[src/rtl/adc_scan_avg.sv]
// Multi-channel scanner for the MAX 10 modular ADC: issues one command per sample,
// averages 2^AVG_LOG2 samples per channel and raises per-channel threshold flags.
module adc_scan_avg #(
  parameter int NUM_CH   = 3,
  parameter int CH_BASE  = 1,
  parameter int CH_W     = 5,
  parameter int DATA_W   = 12,
  parameter int AVG_LOG2 = 2,
  parameter int TIMEOUT  = 1023,
  localparam int IDX_W   = (NUM_CH > 1) ? $clog2(NUM_CH) : 1
) (
  input  logic              SYS_CLK,
  input  logic              reset,
  input  logic              start,
  input  logic              continuous,
  input  logic [DATA_W-1:0] threshold,
  output logic              cmd_valid,
  output logic [CH_W-1:0]   cmd_channel,
  output logic              cmd_sop,
  output logic              cmd_eop,
  input  logic              cmd_ready,
  input  logic              rsp_valid,
  input  logic [CH_W-1:0]   rsp_channel,
  input  logic [DATA_W-1:0] rsp_data,
  output logic              result_valid,
  output logic [IDX_W-1:0]  result_idx,
  output logic [DATA_W-1:0] result_data,
  output logic [NUM_CH-1:0] above,
  output logic              frame_done,
  output logic              busy,
  output logic              error,
  output logic [2:0]        state_dbg
);

  typedef enum logic [2:0] {
    ST_IDLE  = 3'd0,
    ST_ISSUE = 3'd1,
    ST_WAIT  = 3'd2,
    ST_EMIT  = 3'd3,
    ST_NEXT  = 3'd4
  } state_t;

  localparam int ACC_W = DATA_W + AVG_LOG2;
  localparam int SMP_W = AVG_LOG2 + 1;
  localparam int TMO_W = $clog2(TIMEOUT + 1);

  localparam logic [SMP_W-1:0] SMP_LAST  = SMP_W'((1 << AVG_LOG2) - 1);
  localparam logic [IDX_W-1:0] IDX_LAST  = IDX_W'(NUM_CH - 1);
  localparam logic [TMO_W-1:0] TMO_LIMIT = TMO_W'(TIMEOUT);
  localparam logic [CH_W-1:0]  CH_BASE_V = CH_W'(CH_BASE);

  state_t            state_q, state_d;
  logic [IDX_W-1:0]  idx_q, idx_d;
  logic [ACC_W-1:0]  acc_q, acc_d;
  logic [SMP_W-1:0]  smp_q, smp_d;
  logic [TMO_W-1:0]  tmo_q, tmo_d;
  logic              error_q, error_d;
  logic [NUM_CH-1:0] above_q, above_d;
  logic [IDX_W-1:0]  res_idx_q, res_idx_d;
  logic [DATA_W-1:0] res_data_q, res_data_d;

  logic [CH_W-1:0]   cur_ch;
  logic [ACC_W-1:0]  acc_sum;
  logic [TMO_W-1:0]  tmo_inc;
  logic              rsp_hit;
  logic              rsp_miss;
  logic              tmo_hit;
  logic              last_smp;

  // Command handshake: a command transfers on any cycle with cmd_valid && cmd_ready;
  // cmd_valid and cmd_channel stay stable until then and only one command is ever
  // outstanding. Responses carry no ready and are only looked at while in WAIT.
  assign cur_ch   = CH_BASE_V + CH_W'(idx_q);
  assign acc_sum  = acc_q + ACC_W'(rsp_data);
  assign rsp_hit  = rsp_valid && (rsp_channel == cur_ch);
  assign rsp_miss = rsp_valid && (rsp_channel != cur_ch);
  assign tmo_inc  = tmo_q + 1'b1;
  assign tmo_hit  = (tmo_inc == TMO_LIMIT);
  assign last_smp = (smp_q == SMP_LAST);

  always_ff @(posedge SYS_CLK or posedge reset) begin
    if (reset) begin
      state_q <= ST_IDLE;
    end else begin
      state_q <= state_d;
    end
  end

  always_comb begin
    state_d = state_q;
    case (state_q)
      ST_IDLE:  if (start) state_d = ST_ISSUE;
      ST_ISSUE: if (cmd_ready) state_d = ST_WAIT;
      ST_WAIT: begin
        // A response landing on the timeout cycle still counts.
        if (rsp_hit) begin
          state_d = last_smp ? ST_EMIT : ST_ISSUE;
        end else if (rsp_miss) begin
          state_d = ST_ISSUE;
        end else if (tmo_hit) begin
          state_d = ST_IDLE;
        end
      end
      ST_EMIT:  state_d = ST_NEXT;
      ST_NEXT: begin
        if ((idx_q != IDX_LAST) || continuous) begin
          state_d = ST_ISSUE;
        end else begin
          state_d = ST_IDLE;
        end
      end
      default:  state_d = ST_IDLE;
    endcase
  end

  always_comb begin
    idx_d      = idx_q;
    acc_d      = acc_q;
    smp_d      = smp_q;
    tmo_d      = tmo_q;
    error_d    = error_q;
    above_d    = above_q;
    res_idx_d  = res_idx_q;
    res_data_d = res_data_q;
    case (state_q)
      ST_IDLE: begin
        if (start) begin
          error_d = 1'b0;
          idx_d   = '0;
          acc_d   = '0;
          smp_d   = '0;
        end
      end
      ST_ISSUE: begin
        if (cmd_ready) tmo_d = '0;
      end
      ST_WAIT: begin
        if (rsp_hit) begin
          acc_d = acc_sum;
          if (last_smp) begin
            // Result is latched here so it is already stable during EMIT.
            res_idx_d  = idx_q;
            res_data_d = DATA_W'(acc_sum >> AVG_LOG2);
          end else begin
            smp_d = smp_q + 1'b1;
          end
        end else if (rsp_miss || tmo_hit) begin
          error_d = 1'b1;
        end else begin
          tmo_d = tmo_inc;
        end
      end
      ST_EMIT: begin
        above_d[idx_q] = (res_data_q >= threshold);
      end
      ST_NEXT: begin
        acc_d = '0;
        smp_d = '0;
        idx_d = (idx_q == IDX_LAST) ? '0 : idx_q + 1'b1;
      end
      default: ;
    endcase
  end

  always_ff @(posedge SYS_CLK or posedge reset) begin
    if (reset) begin
      idx_q      <= '0;
      acc_q      <= '0;
      smp_q      <= '0;
      tmo_q      <= '0;
      error_q    <= 1'b0;
      above_q    <= '0;
      res_idx_q  <= '0;
      res_data_q <= '0;
    end else begin
      idx_q      <= idx_d;
      acc_q      <= acc_d;
      smp_q      <= smp_d;
      tmo_q      <= tmo_d;
      error_q    <= error_d;
      above_q    <= above_d;
      res_idx_q  <= res_idx_d;
      res_data_q <= res_data_d;
    end
  end

  always_comb begin
    cmd_valid    = (state_q == ST_ISSUE);
    cmd_sop      = (state_q == ST_ISSUE);
    cmd_eop      = (state_q == ST_ISSUE);
    cmd_channel  = cur_ch;
    result_valid = (state_q == ST_EMIT);
    result_idx   = res_idx_q;
    result_data  = res_data_q;
    frame_done   = (state_q == ST_NEXT) && (idx_q == IDX_LAST);
    busy         = (state_q != ST_IDLE);
    error        = error_q;
    above        = above_q;
    state_dbg    = state_q;
  end

endmodule
[config.mk]
export PLATFORM = sky130hd
export DESIGN_NAME = adc_scan_avg
export DESIGN_NICKNAME = d
export VERILOG_FILES = /design/src/rtl/adc_scan_avg.sv
export SDC_FILE = /design/constraint.sdc
export NUM_CORES = 1
export LEC_CHECK = 0
export CAP_MARGIN = 20
export CELL_PAD_IN_SITES_DETAIL_PLACEMENT = 2
export CELL_PAD_IN_SITES_GLOBAL_PLACEMENT = 2
export CORE_MARGIN = 2
export CORE_UTILIZATION = 43
export CTS_CLUSTER_DIAMETER = 100
export DETAILED_ROUTE_END_ITERATION = 8
export DONT_BUFFER_PORTS = 1
export MAX_ROUTING_LAYER = met4
export PLACE_DENSITY_LB_ADDON = 0.1
export SLEW_MARGIN = 20
export SYNTH_ARGS = -nofsm -noshare
export SYNTH_HDL_FRONTEND = slang
export SYNTH_SLANG_ARGS = --single-unit
[constraint.sdc]
create_clock -name SYS_CLK -period 6 [get_ports SYS_CLK]
set_input_delay 1.2 -clock SYS_CLK [delete_from_list [all_inputs] [get_ports SYS_CLK]]
set_output_delay 1.2 -clock SYS_CLK [all_outputs]
set_load 0.05 [all_outputs]
==> impl_metrics.toml <==
[layout]
area_delta_synth_final_pct = 5.000
utilization = 0.4731
design_area_um2 = 3468
drive_gt1_frac = 0.09970
multi_input_area_um2 = 1881
fillCellCount = 789
regArea_um2 = 1251
nets = 399
num_antenna_cells = 0

[setup_path]
required_ps = 6190
critPathKind = "reg2reg"
endpoint_kind = "flip-flop"
worstPathCellList = "inv_1, ha_1, xnor2_1, and4_1, and3_1, nor2b_2, a21oi_1, o22ai_1"
crit_family = "simple AND/OR/NAND/NOR gates"
start_kind = "flip-flop"
cp.arrival_ps = 3660
crit_fanout = 19
rrSetupSlack_ps = 2520
slowest_stage = "ha_1"
cpPeakStageDelay_ps = 710
crit_buf_inv = 1

[drt]
route.detailed.drc = 0
wl_um = 8952
wl_per_cell_um = 20.82
ant_nets = 0
routed_via_density = 5.963
drt_pass1_iterations = 4
drtIter0Drc = 112
vias = 2564

[cts]
post-cts-setup-buffer-count = 0
clock-sinks = 50
cts_resized = 0
cts_root_buf = "clkbuf_8"
clk_pin_slew_ps = 100
cts_tree = "yes"
cts_hold_buf = 0
cts_buffers = 5
clk_latency_ps = 310
cts_max_level = 2
cts_buffer_depth = 2

[sta]
finalHoldViolCount = 0
finalMaxSlewViolations = 0
rsz0062_at_grt = "no"
tightest_slew_ps = 1095
finalCriticalPeriod_ps = 3475
setup_viol = 0
fin_skew_ps = 8.729
finalSetupTns_ps = 0
worst_slew_margin_rel = 0.2670
whs_ps = 515.9
fmax_mhz = 287.8
period_share = 0.5792

[floorplan]
fp.dieH_um = 91.65
io_pins = 67
start_util = 0.4506
fp.dieW_um = 91.65
core_um2 = 7331
rows = 31
dieArea_um2 = 8399

[placement]
io_buffers = 0
gp_congestion = 0.8132
place_hpwl_um = 7002
dpl_cell_area_um2 = 3361

[power_and_ir_drop]
total_power_w = 0.001022
p_leak_nw = 1.772
p_clk_frac = 0.234
peakVddDrop_mv = 0.1252
internal-power_w = 0.0005658
p_comb_frac = 0.320
powerDensity_nw_per_um2 = 294.6
p_seq_frac = 0.446
swShare = 0.4463
switching_power_w = 0.0004560

[synthesis]
synth_edf_count = 0
syn_area_um2 = 3303
synth_warnings = 0
synth_ff_type = "dfrtp_1"
synth_seq_area_share = 0.3788
ys_types = 54
synth_area_leaders = "dfrtp_1 (38%), ha_1 (12%), mux2_2 (4.1%)"
netlist_instances = 334
async_flop_share = 1.000
yosys.area.top_type_share = 0.3788
synth_most_common_cell = "dfrtp_1"
synth.avg_cell_area_um2 = 9.890
synth_seq_cells = 50
synth_largest_area_cell = "dfrtp_1"
synth.top_cells.by_count = "dfrtp_1 (50), ha_1 (32), nand2_1 (27)"

[global_route]
track_usage = 0.2331
grt_max_degree = 37
antenna_found_initial = 0
grt_pass1_wl_um = 15090
overflow = 0
grt_pass1_vias = 2854

[flow_run]
cap_violations = 0

[worst_hold_path]
hp-class = "reg2reg"

[outcome]
status = "completed"
-- routing by layer --
| layer | vias to the layer above | wire [µm] | GRT usage |
|---|---|---|---|
| met5 | - | 0 | - |
| met4 | 0 | 89 | 0.05556 |
| met3 | 10 | 447 | 0.05588 |
| met2 | 62 | 4597 | 0.3983 |
| met1 | 1307 | 3817 | 0.2789 |
| li1 | 1185 | - | - |
-- layout make-up --
type                       count  share of cell area
clock buffer                   5             0.01984
timing repair buffer           1            0.002164
sequential                    50              0.3607
tap                           99             0.03571
inverter                      26             0.02814
multi-input combinational    247              0.5422
clock inverter                 2             0.01118
-- power groups by stage --
stage | Clock (W) | Sequential (W) | Combinational, W
finish | 0.000239 | 0.000456 | 0.000327
global route | 0.000260 | 0.000464 | 0.000356
CTS | 0.000249 | 0.000457 | 0.000332
detailed placement | 0 | 0.000463 | 0.000330
global placement | 0 | 0.000462 | 0.000319
floorplan | 0 | 0.000440 | 0.000293
-- sequential cells by signal, indices dropped and copies added (netlist names) --
signal       cells
above            3
acc_q           14
error            1
idx_q            2
result_data     12
result_idx       2
smp_q            3
state_dbg        3
tmo_q           10
-- metrics by stage --
stage / instances / setup WS [ps]
after global routing: 430 / 2243
after CTS: 430 / 2455
after detailed placement: 423 / 2479
final: 430 / 2525
after floorplan: 335 / 2634
after global placement: 423 / 2707
-- placed cells by master, fill, tap and decap left out, types with 3 or more instances in the layout --
master / count
a21o_1: 5
a21oi_1: 18
a22o_1: 12
a31oi_1: 4
and3_1: 10
clkbuf_8: 5
dfrtp_1: 50
ha_1: 32
inv_1: 24
mux2_2: 12
mux2i_1: 4
nand2_1: 27
nand2b_1: 3
nand3_1: 16
nand3b_1: 4
nor2_1: 14
o211a_1: 3
o211ai_1: 3
o21a_1: 3
o21ai_0: 17
o21bai_1: 3
o22ai_1: 3
xnor2_1: 12
xor2_1: 4
-- logic make-up after synthesis --
kind of cell	count (synthesis)	synth area share
simple gates	93	0.1481
compound gates	86	0.1894
fa+ha+maj	33	0.1273
flops	50	0.3788
mux	17	0.05758
xor+xnor	16	0.04242
other cells	1	0.001135
buf+inv	38	0.05530
-- final timing paths --
path,start,to,depth (start not counted)
worst max-delay path,idx_q[0]$_DFFE_PP0P_,smp_q[2]$_DFFE_PP0P_,8
worst min-delay path,smp_q[0]$_DFFE_PP0P_,smp_q[0]$_DFFE_PP0P_,1
worst max register to register,idx_q[0]$_DFFE_PP0P_,smp_q[2]$_DFFE_PP0P_,8
worst min register to register,smp_q[0]$_DFFE_PP0P_,smp_q[0]$_DFFE_PP0P_,1
max in group asynchronous,reset,tmo_q[2]$_DFFE_PP0P_,2
min in group asynchronous,reset,result_data[1]$_DFFE_PP0P_,1
Note: power is estimated with default switching activity, not from simulation.
